<file path="src/rtl/mod_cu_if.sv">
// -----------------------------------------------------------------------------
// mod_cu_if
//   Bundles the handshake and datapath-control signals of the modulo control
//   unit, so that the host and datapath side can be connected as one port.
//
//   Host / datapath -> control unit:
//     start    : request a new operation
//     ack      : host acknowledges a finished result
//     b_zero   : datapath reports operand B == 0
//     dp_ge    : datapath reports temp >= B
//   Control unit -> host / datapath:
//     dp_load  : one-cycle strobe, datapath loads temp <= A
//     dp_sub   : one-cycle strobe, datapath performs temp <= temp - B
//     in_ready : unit is idle and will accept start
//     busy     : operation in progress
//     done     : result (or error) available, held until ack
//     err      : 00 ok, 01 divide-by-zero, 10 iteration timeout
//     iter_cnt : number of subtractions performed (quotient)
//
//   Modports: slave = control unit side, master = host/datapath side.
// -----------------------------------------------------------------------------
interface mod_cu_if #(
    parameter int CNT_W = 16
);
    logic             start;
    logic             ack;
    logic             b_zero;
    logic             dp_ge;
    logic             dp_load;
    logic             dp_sub;
    logic             in_ready;
    logic             busy;
    logic             done;
    logic [1:0]       err;
    logic [CNT_W-1:0] iter_cnt;

    modport slave (
        input  start, ack, b_zero, dp_ge,
        output dp_load, dp_sub, in_ready, busy, done, err, iter_cnt
    );

    modport master (
        output start, ack, b_zero, dp_ge,
        input  dp_load, dp_sub, in_ready, busy, done, err, iter_cnt
    );
endinterface

</file>
<file path="src/rtl/mod_cu.sv">
// -----------------------------------------------------------------------------
// mod_cu
//   Control unit for an iterative (repeated-subtraction) modulo datapath.
//   Accepts a start request, rejects divide-by-zero, then issues one load
//   strobe followed by one subtract strobe per compare cycle while the
//   datapath reports temp >= B. The result status (done/err/iter_cnt) is held
//   until the host acknowledges it.
//
//   Ports:
//     clk   : system clock, rising edge
//     reset : asynchronous, active-low reset
//     cu    : mod_cu_if.slave bundle (start/ack/b_zero/dp_ge in,
//             dp_load/dp_sub/in_ready/busy/done/err/iter_cnt out)
//
//   Parameters:
//     CNT_W    : width of the iteration counter
//     MAX_ITER : iteration limit, only active with MOD_TIMEOUT_EN
//
//   Build option:
//     MOD_TIMEOUT_EN : when defined, a compare that would start subtraction
//                      number MAX_ITER+1 ends the operation with err=10 instead.
// -----------------------------------------------------------------------------
module mod_cu #(
    parameter int CNT_W    = 16,
    parameter int MAX_ITER = 1024
) (
    input  logic     clk,
    input  logic     reset,
    mod_cu_if.slave  cu
);

    typedef enum logic [2:0] {
        S_IDLE = 3'd0,
        S_LOAD = 3'd1,
        S_CMP  = 3'd2,
        S_SUB  = 3'd3,
        S_DONE = 3'd4,
        S_ERR  = 3'd5
    } state_t;

    localparam logic [1:0] ERR_OK      = 2'b00;
    localparam logic [1:0] ERR_DIV0    = 2'b01;
    localparam logic [1:0] ERR_TIMEOUT = 2'b10;

`ifdef MOD_TIMEOUT_EN
    localparam bit TIMEOUT_EN = 1'b1;
`else
    // Limit disabled: the compare below folds to constant 0.
    localparam bit TIMEOUT_EN = 1'b0;
`endif

    localparam logic [CNT_W-1:0] MAX_ITER_CNT = CNT_W'(MAX_ITER);
    localparam logic [CNT_W-1:0] CNT_SAT      = {CNT_W{1'b1}};

    state_t           state_q, state_d;
    logic [1:0]       err_q, err_d;
    logic [CNT_W-1:0] iter_cnt_q, iter_cnt_d;
    logic             timeout_hit;

    assign timeout_hit = TIMEOUT_EN && (iter_cnt_q == MAX_ITER_CNT);

    // State register
    always_ff @(posedge clk or negedge reset) begin
        if (!reset) begin
            state_q    <= S_IDLE;
            err_q      <= ERR_OK;
            iter_cnt_q <= '0;
        end else begin
            state_q    <= state_d;
            err_q      <= err_d;
            iter_cnt_q <= iter_cnt_d;
        end
    end

    // Next-state logic
    always_comb begin
        state_d    = state_q;
        err_d      = err_q;
        iter_cnt_d = iter_cnt_q;
        unique case (state_q)
            S_IDLE: begin
                if (cu.start) begin
                    // Clear the count for every accepted request so an error
                    // result never reports a stale quotient.
                    iter_cnt_d = '0;
                    err_d      = ERR_OK;
                    if (cu.b_zero) begin
                        state_d = S_ERR;
                        err_d   = ERR_DIV0;
                    end else begin
                        state_d = S_LOAD;
                    end
                end
            end
            S_LOAD: state_d = S_CMP;
            S_CMP: begin
                if (cu.dp_ge) begin
                    if (timeout_hit) begin
                        state_d = S_ERR;
                        err_d   = ERR_TIMEOUT;
                    end else begin
                        state_d = S_SUB;
                    end
                end else begin
                    state_d = S_DONE;
                end
            end
            S_SUB: begin
                state_d = S_CMP;
                // Saturate rather than wrap; the loop itself keeps running.
                if (iter_cnt_q != CNT_SAT) begin
                    iter_cnt_d = iter_cnt_q + 1'b1;
                end
            end
            S_DONE, S_ERR: begin
                if (cu.ack) begin
                    state_d = S_IDLE;
                    err_d   = ERR_OK;
                end
            end
            default: begin
                state_d = S_IDLE;
                err_d   = ERR_OK;
            end
        endcase
    end

    // Output decode: every output comes straight from registered state.
    always_comb begin
        cu.dp_load  = (state_q == S_LOAD);
        cu.dp_sub   = (state_q == S_SUB);
        cu.in_ready = (state_q == S_IDLE);
        cu.busy     = (state_q == S_LOAD) || (state_q == S_CMP) || (state_q == S_SUB);
        cu.done     = (state_q == S_DONE) || (state_q == S_ERR);
        cu.err      = err_q;
        cu.iter_cnt = iter_cnt_q;
    end

endmodule
</file>
<file path="src/flat_wrapper.sv">
// flat-port wrapper written by rule: the top's interface ports become plain ports
module mod_cu_flat 
#(
    parameter int CNT_W    = 16,
    parameter int MAX_ITER = 1024
)
  (clk, reset, cu_start, cu_ack, cu_b_zero, cu_dp_ge, cu_dp_load, cu_dp_sub, cu_in_ready, cu_busy, cu_done, cu_err, cu_iter_cnt);
  mod_cu_if #(.CNT_W(CNT_W)) cu_i ();
  input  logic clk;
  input  logic reset;
  input wire logic [$bits(cu_i.start)-1:0] cu_start;
  input wire logic [$bits(cu_i.ack)-1:0] cu_ack;
  input wire logic [$bits(cu_i.b_zero)-1:0] cu_b_zero;
  input wire logic [$bits(cu_i.dp_ge)-1:0] cu_dp_ge;
  output wire logic [$bits(cu_i.dp_load)-1:0] cu_dp_load;
  output wire logic [$bits(cu_i.dp_sub)-1:0] cu_dp_sub;
  output wire logic [$bits(cu_i.in_ready)-1:0] cu_in_ready;
  output wire logic [$bits(cu_i.busy)-1:0] cu_busy;
  output wire logic [$bits(cu_i.done)-1:0] cu_done;
  output wire logic [$bits(cu_i.err)-1:0] cu_err;
  output wire logic [$bits(cu_i.iter_cnt)-1:0] cu_iter_cnt;
  assign cu_i.start = cu_start;
  assign cu_i.ack = cu_ack;
  assign cu_i.b_zero = cu_b_zero;
  assign cu_i.dp_ge = cu_dp_ge;
  assign cu_dp_load = cu_i.dp_load;
  assign cu_dp_sub = cu_i.dp_sub;
  assign cu_in_ready = cu_i.in_ready;
  assign cu_busy = cu_i.busy;
  assign cu_done = cu_i.done;
  assign cu_err = cu_i.err;
  assign cu_iter_cnt = cu_i.iter_cnt;
  mod_cu #(.CNT_W(CNT_W), .MAX_ITER(MAX_ITER)) u_core (.clk(clk), .reset(reset), .cu(cu_i));
endmodule
</file>
<file path="config.mk">
export PLATFORM = sky130hd
export DESIGN_NAME = mod_cu_flat
export DESIGN_NICKNAME = d
export VERILOG_FILES = /design/src/rtl/mod_cu_if.sv /design/src/rtl/mod_cu.sv /design/src/flat_wrapper.sv
export SDC_FILE = /design/constraint.sdc
export NUM_CORES = 1
export LEC_CHECK = 0
export BUFFER_PORTS_ARGS = -buffer_cell sky130_fd_sc_hd__buf_2
export CORE_MARGIN = 3
export CORE_UTILIZATION = 56
export DETAILED_ROUTE_END_ITERATION = 7
export PLACE_DENSITY = 0.8
export RECOVER_POWER = 50
export SYNTH_ARGS = -nofsm -noshare
export SYNTH_HDL_FRONTEND = slang
export SYNTH_SLANG_ARGS = --single-unit
</file>
<file path="constraint.sdc">
create_clock -name clk -period 5.17 [get_ports clk]
set_clock_uncertainty 0.15 [all_clocks]
set_input_delay 0.7755 -clock clk [delete_from_list [all_inputs] [get_ports clk]]
set_output_delay 0.7755 -clock clk [all_outputs]
set_load 0.01 [all_outputs]
</file>
==> results of run 1 <==
-- synthesized netlist by cell type (3+ instances only) --
cell      count  area, sq um
o21ai_0       6         30.0
nor3_1        6         30.0
nor4_1        3         18.8
nand2_1       9         33.8
inv_1         5         18.8
dfrtp_1      20          500
or3_1         4         25.0
a31oi_1       6         37.5
a21oi_1       7         35.0
o211ai_1      4         30.0
a21o_1        3         22.5
clkbuf_1      7         26.3
nand3_1       7         35.0
nor2_1       12         45.0
-- worst max-delay path, stage by stage, from the launching register on --
cell and delay [ps]:
dfrtp_1 570, nand3b_1 560, inv_1 550, buf_2 220
-- area by class of cell --
class / count / area (sq um) / area share
inverter: 5 / 18.8 / 0.0139
sequential: 20 / 500 / 0.370
timing repair buffer: 27 / 125 / 0.0926
tap: 27 / 33.8 / 0.0250
multi-input combinational: 102 / 637 / 0.471
clock buffer: 4 / 36.3 / 0.0269
-- cell families (layout without fill, tap and decap cells) --
kind of cell / Yosys count / after routing
AO/OA/AOI/OAI: 46 / 46
adder cells (fa/ha/maj): 1 / 1
buffers and inverters: 14 / 36
flip-flops: 20 / 20
multiplexers: 1 / 1
other: 1 / 1
AND/OR/NAND/NOR: 53 / 53
-- worst max-delay path by stage --
stage                           start                     to  slack [ps]
global route        u_core.state_q[1]              cu_dp_sub        1950
finish              u_core.state_q[1]              cu_dp_sub        2040
CTS                 u_core.state_q[1]              cu_dp_sub        2100
detailed placement  u_core.state_q[1]              cu_dp_sub        2460
floorplan                    cu_start  u_core.cu.iter_cnt[4]        2960
global placement    u_core.state_q[1]              cu_dp_sub        2560
-- power breakdown --
part / switching [mW] / internal (mW)
Combinational: 0.108 / 0.0667
Sequential: 0.0414 / 0.180
Clock: 0.0471 / 0.0430
Total: 0.196 / 0.290
-- metal layers --
layer,GRT usage,vias up,wire length (um)
met3,0.0342,8,197
li1,-,566,-
met2,0.362,42,1360
met5,0,-,0
met4,0.111,0,47
met1,0.323,561,1320
-- stage by stage --
stage                util  total power [mW]  instances  setup slack, ps  hold WS (ps)
finish              0.675             0.486        185             2040           372
global route        0.675             0.521        185             1950           418
CTS                 0.680             0.490        185             2100           259
detailed placement  0.662             0.398        181             2460           347
global placement    0.662             0.391        181             2560           342
floorplan               -             0.338        136             2960           330
-- flip-flops by register name (all words and copies together), names as in the netlist --
name / count
u_core.state_q: 3
u_core.cu.err: 1
u_core.cu.iter_cnt: 16
==> impl_metrics.tcl, run 1 <==
set metrics [dict create \
    synth-xor-area-share 0 \
    status "completed" \
    first_pass_iters 4 \
    syn_inst 136 \
    synth_simple_gate_area_frac 0.241 \
    grt_overflow 0 \
    dieArea_sq_um 2740 \
    ctsResizeCount 0 \
    finalSetupViolCount 0 \
    ir_worst_vdd_uv 293 \
    crit_path_start_kind "flip-flop" \
    final_area_sq_um 1350 \
    die_w_um 52.3 \
    coreArea_sq_um 2000 \
    fin_crit_ps 3130 \
    synth_area_sq_um 1200 \
    syn_to_final_growth_pct 12.5 \
    holdPathEnd "u_core.cu.err[0]" \
    async_flop_share 1.00 \
    criticalPathCategory "reg -> out" \
    layout_commonest_cell "dfrtp_1" \
    tns_ps 0 \
    synth_edf_count 0 \
    via_per_inst 6.36 \
    synth-seq-cells 20 \
    syn-num-nets 143 \
    hpwl_um 2120 \
    start_util 0.600 \
    cts_made_buffers 3 \
    vias 1177 \
    rows 16 \
    ant_nets 0 \
    clk_latency_ps 300 \
    h-tree-depth 1 \
    root_buffer "clkbuf_4" \
    path_max_fanout 20 \
    hp-class "reg -> reg" \
    rrSetupSlack_ps 2800 \
    max_slew_margin 0.315 \
    grt_first_pass_wirelength_um 4860 \
    r2r_start "u_core.state_q[1]" \
    worstHoldStart "u_core.cu.err[0]" \
    synth-adder-area-share 0.0104 \
    io_pins 29 \
    synth_top_flop_cell "dfrtp_1" \
    rsz0062_at_grt "false" \
    crit_arrival_ps 2200 \
    drv_slew 0 \
    grt_pass1_vias 1116 \
    synth_top_family_by_area "compound AO/OA/AOI/OAI gates" \
    routabilityCongestion 0.855 \
    fin_nets 166 \
    die_height_um 52.3 \
    rr_endpoint "u_core.cu.iter_cnt[15]" \
    clk_pin_slew_ps 110 \
    grt_max_degree 21 \
    leakage_nw 0.587 \
    hold_violations 0 \
    placed_area_sq_um 1330 \
    synth.area.mux_share 0.00938 \
    drive_above_1_share 0.184 \
    grt_usage 0.235 \
    wl_um 2930 \
    ys_warn_count 0 \
    syn_area_per_cell_sq_um 8.83 \
    yosys.cell_types.count 45 \
    worst_pin_slew_ps 1030 \
    clock_sinks 20 \
    grt_antenna_before_repair 0 \
    synth_compound_area_frac 0.267 \
    port_buffers 27 \
    antenna_cells 0 \
    reg2reg_depth 4 \
    power.density_nw_per_um2 360 \
    endpoint_kind "output port" \
    tritoncts "done" \
    final_cell_mix "dfrtp_1 (20), buf_2 (19), nor2_1 (12), nand2_1 (9), clkbuf_1 (8)" \
    cap_violations 0 \
    fillers 187 \
    cts_hold_buf 0 \
    ys_seq_area_frac 0.417 \
    hold_depth 1 \
    post_cts_buffers 0 \
    fmax_ghz 0.320 \
    wl_per_cell_um 15.8 \
    drtIter0Drc 37 \
    drc 0 \
    period_share 0.605 \
    required_ps 4240 \
    cts_buffer_depth 2 \
]
Power figures use the tool's default switching activity.
==> inputs of run 2 (changes only) <==
--- a/config.mk
+++ b/config.mk
@@ -5,11 +5,12 @@
 export SDC_FILE = /design/constraint.sdc
 export NUM_CORES = 1
 export LEC_CHECK = 0
+export ABC_AREA = 1
 export BUFFER_PORTS_ARGS = -buffer_cell sky130_fd_sc_hd__buf_2
 export CORE_MARGIN = 3
-export CORE_UTILIZATION = 56
+export CORE_UTILIZATION = 53
 export DETAILED_ROUTE_END_ITERATION = 7
-export PLACE_DENSITY = 0.8
+export PLACE_DENSITY = 0.76
 export RECOVER_POWER = 50
 export SYNTH_ARGS = -nofsm -noshare
 export SYNTH_HDL_FRONTEND = slang
==> constraint.sdc (replaced) <==
create_clock -name clk -period 3.2 [get_ports clk]
set_clock_uncertainty 0.15 [all_clocks]
set_input_delay 0.48 -clock clk [delete_from_list [all_inputs] [get_ports clk]]
set_output_delay 0.48 -clock clk [all_outputs]
set_load 0.01 [all_outputs]
==> impl_metrics.tcl, run 2 <==
set metrics [dict create \
    fin_nets 217 \
    synth_edf_count 0 \
    syn-num-nets 187 \
    start_util 0.566 \
    crit_end "cu_dp_sub" \
    status "completed" \
    crit_path_start_kind "flip-flop" \
    post_cts_buffers 0 \
    port_buffers 27 \
    async_flop_share 1.00 \
    io_pins 29 \
    routabilityCongestion 0.814 \
    synth_top_flop_cell "dfrtp_1" \
    syn_to_final_growth_pct 12.0 \
    grt_pass1_vias 1083 \
    leakage_nw 0.709 \
    path_max_fanout 9 \
    grt_antenna_before_repair 0 \
    synth_area_sq_um 1260 \
    drc 0 \
    tns_ps 0 \
    max_slew_margin 0.294 \
    yosys.cell_types.count 25 \
    drtIter0Drc 30 \
    grt_max_degree 21 \
    hp-class "in -> reg" \
    synth.most_common_cell "nand2_1" \
    largest_register_ffs 16 \
    layout_commonest_cell "nand2_1" \
    rsz0062_at_grt "false" \
    ys_warn_count 0 \
    final_cell_mix "nand2_1 (60), nor2_1 (22), dfrtp_1 (20), inv_1 (18), buf_2 (16)" \
    ctsResizeCount 0 \
    cts_hold_buf 1 \
    rr_endpoint "u_core.cu.iter_cnt[11]" \
    h-tree-depth 1 \
    preCtsSetupSlack_ps 1250 \
    wl_per_cell_um 12.1 \
    ys_seq_area_frac 0.396 \
    grt_first_pass_wirelength_um 4770 \
    endpoint_kind "output port" \
    drv_slew 0 \
    yosys.area.top_type "dfrtp_1" \
    die_w_um 54.9 \
    period_share 0.682 \
    coreArea_sq_um 2230 \
    timing.final.ws_setup_ps 1020 \
    dieArea_sq_um 3010 \
    cts_made_buffers 3 \
    clock_sinks 20 \
    hold_violations 0 \
    synth_top_area_frac 0.396 \
    clk_latency_ps 300 \
    grt_usage 0.222 \
    reg2reg_depth 9 \
    required_ps 2570 \
    root_buffer "clkbuf_4" \
    synth.area.top_cells "dfrtp_1 (40%), nand2_1 (18%), nor2_1 (6.2%)" \
    synthTopCellsByCount "nand2_1 (60), nor2_1 (21), dfrtp_1 (20), inv_1 (18), nand3_1 (12)" \
    ir_worst_vdd_uv 495 \
    cap_violations 0 \
    rrSetupSlack_ps 1230 \
    syn_area_per_cell_sq_um 7.03 \
    r2r_start "u_core.cu.iter_cnt[0]" \
    finalSetupViolCount 0 \
    placed_area_sq_um 1410 \
    crit_path_start "u_core.state_q[1]" \
    worst_pin_slew_ps 1060 \
    fin_crit_ps 2180 \
    criticalPathCategory "reg -> out" \
    final_area_sq_um 1420 \
    antenna_cells 0 \
    cts_buffer_depth 2 \
    rows 17 \
    tritoncts "done" \
    syn_inst 180 \
    die_height_um 54.9 \
    vias 1205 \
    clk_pin_slew_ps 110 \
    hpwl_um 2160 \
    crit_arrival_ps 1550 \
    grt_overflow 0 \
    synth-seq-cells 20 \
    drive_above_1_share 0.159 \
    fmax_ghz 0.458 \
    wl_um 2870 \
    ant_nets 0 \
    via_per_inst 5.11 \
    power.density_nw_per_um2 522 \
    first_pass_iters 4 \
]
-- run 2: changes by cell type in the layout (fill, tap and decap cells not counted), moves of 4 or more --
cell / change
nand2_1: +51
inv_1: +13
nor2_1: +10
a31oi_1: -6
nand3_1: +5
o21ai_1: +5
nand2_2: +4
nor3_1: -4
o211ai_1: -4
or3_1: -4
xor2_1: +4
-- run 2: final cells by class --
class / instances / area, sq um
fillers: 210 / 817
multi-input cells: 136 / 648
flip-flops and latches: 20 / 500
repair buffers: 28 / 131
inverters: 21 / 78.8
well taps: 28 / 35.0
clock buffers: 3 / 22.5
-- run 2: kinds of logic after synthesis --
| logic type | synth area share |
|---|---|
| and+or+nand+nor | 0.377 |
| other | 0.00296 |
| DFF | 0.396 |
| buffers and inverters | 0.0860 |
| xor gates and xnor gates | 0.0346 |
| adders and majority gates | 0.00989 |
| AOI/OAI and AO/OA | 0.0940 |
-- run 2: worst max-delay path: stages, from the launching register on --
cell      delay [ps]
dfrtp_1          440
inv_2             60
nor2_1            60
nand2_2          150
clkinv_1         290
buf_2            240
-- run 2: power breakdown --
group | switching, mW | internal, mW
combinational | 0.217 | 0.0907
sequential | 0.0292 | 0.281
clock | 0.0768 | 0.0439
-- run 2: per-layer routing --
| layer | up-vias | share of wire | GRT usage |
|---|---|---|---|
| met5 | - | 0 | 0 |
| li1 | 623 | - | - |
| met1 | 538 | 0.47 | 0.295 |
| met2 | 42 | 0.48 | 0.356 |
| met4 | 0 | 0.0059 | 0.0954 |
| met3 | 2 | 0.046 | 0.0272 |
-- run 2: stage by stage --
step                      hold WS [ps]  power [mW]  utilization  cells
after floorplan                   34.4       0.574            -    180
after global placement             294       0.622        0.629    232
after CTS                          291       0.752        0.644    236
after detailed placement           301       0.630        0.629    232
after global routing               318       0.802        0.634    236
final                              296       0.739        0.634    236
-- run 2: worst min path at each step --
stage	startpoint	end	cells after the start
floorplan	reset	u_core.cu.err[0]	0
global placement	reset	u_core.cu.iter_cnt[2]	1
detailed placement	reset	u_core.cu.iter_cnt[4]	1
CTS	cu_b_zero	u_core.cu.err[0]	3
global route	cu_b_zero	u_core.cu.err[0]	3
finish	cu_b_zero	u_core.cu.err[0]	3
==> inputs of run 3 (changes only) <==
==> constraint.sdc (replaced) <==
create_clock -name clk -period 2.1 [get_ports clk]
set_clock_uncertainty 0.15 [all_clocks]
set_input_delay 0.315 -clock clk [delete_from_list [all_inputs] [get_ports clk]]
set_output_delay 0.315 -clock clk [all_outputs]
set_load 0.01 [all_outputs]
==> impl_metrics.tcl, run 3 (same netlist as run 2, synthesis figures left out) <==
set metrics [dict create \
    status "completed" \
    endpoint_kind "output port" \
    h-tree-depth 1 \
    finalSetupViolCount 0 \
    comb_power_share 0.428 \
    clock_sinks 20 \
    reg2reg_depth 10 \
    rrSetupSlack_ps 300 \
    max_slew_margin 0.293 \
    cts_buffer_depth 2 \
    grt_overflow 0 \
    fin_crit_ps 1940 \
    rsz0062_at_grt "false" \
    dieArea_sq_um 3010 \
    largest_register_ffs 16 \
    rr_endpoint "u_core.cu.iter_cnt[15]" \
    required_ps 1630 \
    path_max_fanout 9 \
    post_cts_buffers 0 \
    hold_depth 3 \
    tritoncts "done" \
    first_pass_iters 4 \
    drc 0 \
    vias 1214 \
    cts_made_buffers 3 \
    antenna_cells 0 \
    fin_nets 217 \
    drv_slew 0 \
    port_buffers 27 \
    final_cell_mix "nand2_1 (60), nor2_1 (21), dfrtp_1 (20), inv_1 (18), buf_2 (16)" \
    power.switching_mw 0.515 \
    crit_path_start_kind "flip-flop" \
    ir_worst_vdd_uv 816 \
    wl_per_cell_um 12.2 \
    start_util 0.566 \
    drtIter0Drc 28 \
    crit_arrival_ps 1480 \
    leakage_nw 0.709 \
    die_height_um 54.9 \
    path_cells "inv_2, nor2_4, nand2_2, clkinvlp_4, buf_2" \
    hpwl_um 2160 \
    crit_path_start "u_core.state_q[1]" \
    hp-class "in -> reg" \
    clk_pin_slew_ps 110 \
    grt_first_pass_wirelength_um 4770 \
    die_w_um 54.9 \
    grt_max_degree 21 \
    syn_to_final_growth_pct 13.5 \
    tns_ps 0 \
    root_buffer "clkbuf_4" \
    cpMaxStageDelayCell "dfrtp_1" \
    r2r_start "u_core.cu.iter_cnt[0]" \
    crit_end "cu_dp_sub" \
    utilization 0.643 \
    power.density_nw_per_um2 810 \
    clk_latency_ps 310 \
    coreArea_sq_um 2230 \
    fmax_ghz 0.514 \
    routabilityCongestion 0.814 \
    via_per_inst 5.14 \
    io_pins 29 \
    drive_above_1_share 0.168 \
    hold_violations 0 \
    ant_nets 0 \
    grt_usage 0.222 \
    grt_antenna_before_repair 0 \
    criticalPathCategory "reg -> out" \
    grt_pass1_vias 1083 \
    cap_violations 0 \
    fillers 205 \
    clock_power_share 0.161 \
    rows 17 \
    seqPwrFrac 0.410 \
    layout_commonest_cell "nand2_1" \
    period_share 0.926 \
    switching_share 0.443 \
    internal_power_mw 0.647 \
    worst_pin_slew_ps 1060 \
    cpPeakStageDelay_ps 440 \
    wl_um 2870 \
]
## run 3: how the worst min path moves through the flow
stage	slack (ps)	to	startpoint
final	130	u_core.cu.err[0]	cu_b_zero
after floorplan	-130	u_core.cu.err[0]	reset
after detailed placement	140	u_core.cu.iter_cnt[4]	reset
after global placement	130	u_core.cu.iter_cnt[2]	reset
after global routing	150	u_core.cu.err[0]	cu_b_zero
after CTS	130	u_core.cu.err[0]	cu_b_zero
## run 3: metrics by stage
stage          cell area (sq um)  std cells  setup WS (ps)  hold WS (ps)  power [mW]
6_report                    1440        236            156           126        1.16
3_3_place_gp                1410        232            216           129       0.948
3_5_place_dp                1410        232            154           136       0.961
2_1_floorplan               1260        180            412          -131       0.875
4_1_cts                     1440        236           97.0           126        1.15
5_1_grt                     1440        236           79.3           153        1.25
## run 3: area by class of cell
cell class,instances,area (sq um),share of cell area
Timing Repair Buffer,28,131,0.0915
Tap cell,28,35.0,0.0244
Clock buffer,3,22.5,0.0157
Multi-Input combinational cell,136,663,0.462
Inverter,21,82.6,0.0575
Sequential cell,20,500,0.349
## run 3: worst max-delay path: cells and delay by family (launching register included)
kind,cells,cell delay [ps]
DFF,1,440
buffers and inverters,3,520
and+or+nand+nor,2,210
## run 3: repair_timing
action                                 CTS  global route
gates resized for setup                  0             2
setup endpoints to repair                0            12
endpoints found under the hold margin   20             0
hold buffers                             1             0
## run 3: power groups by stage
stage / Clock, mW / Sequential, mW / Combinational (mW)
3_5_place_dp: 0 / 0.483 / 0.478
6_report: 0.188 / 0.477 / 0.498
3_3_place_gp: 0 / 0.479 / 0.469
5_1_grt: 0.207 / 0.485 / 0.563
4_1_cts: 0.188 / 0.475 / 0.483
2_1_floorplan: 0 / 0.484 / 0.391
## run 3: layer usage
layer / vias up / GRT usage / wire length, um
met3: 5 / 0.0272 / 120
met4: 0 / 0.0954 / 46
met1: 557 / 0.295 / 1350
met5: - / 0 / 0
li1: 622 / - / -
met2: 30 / 0.356 / 1360
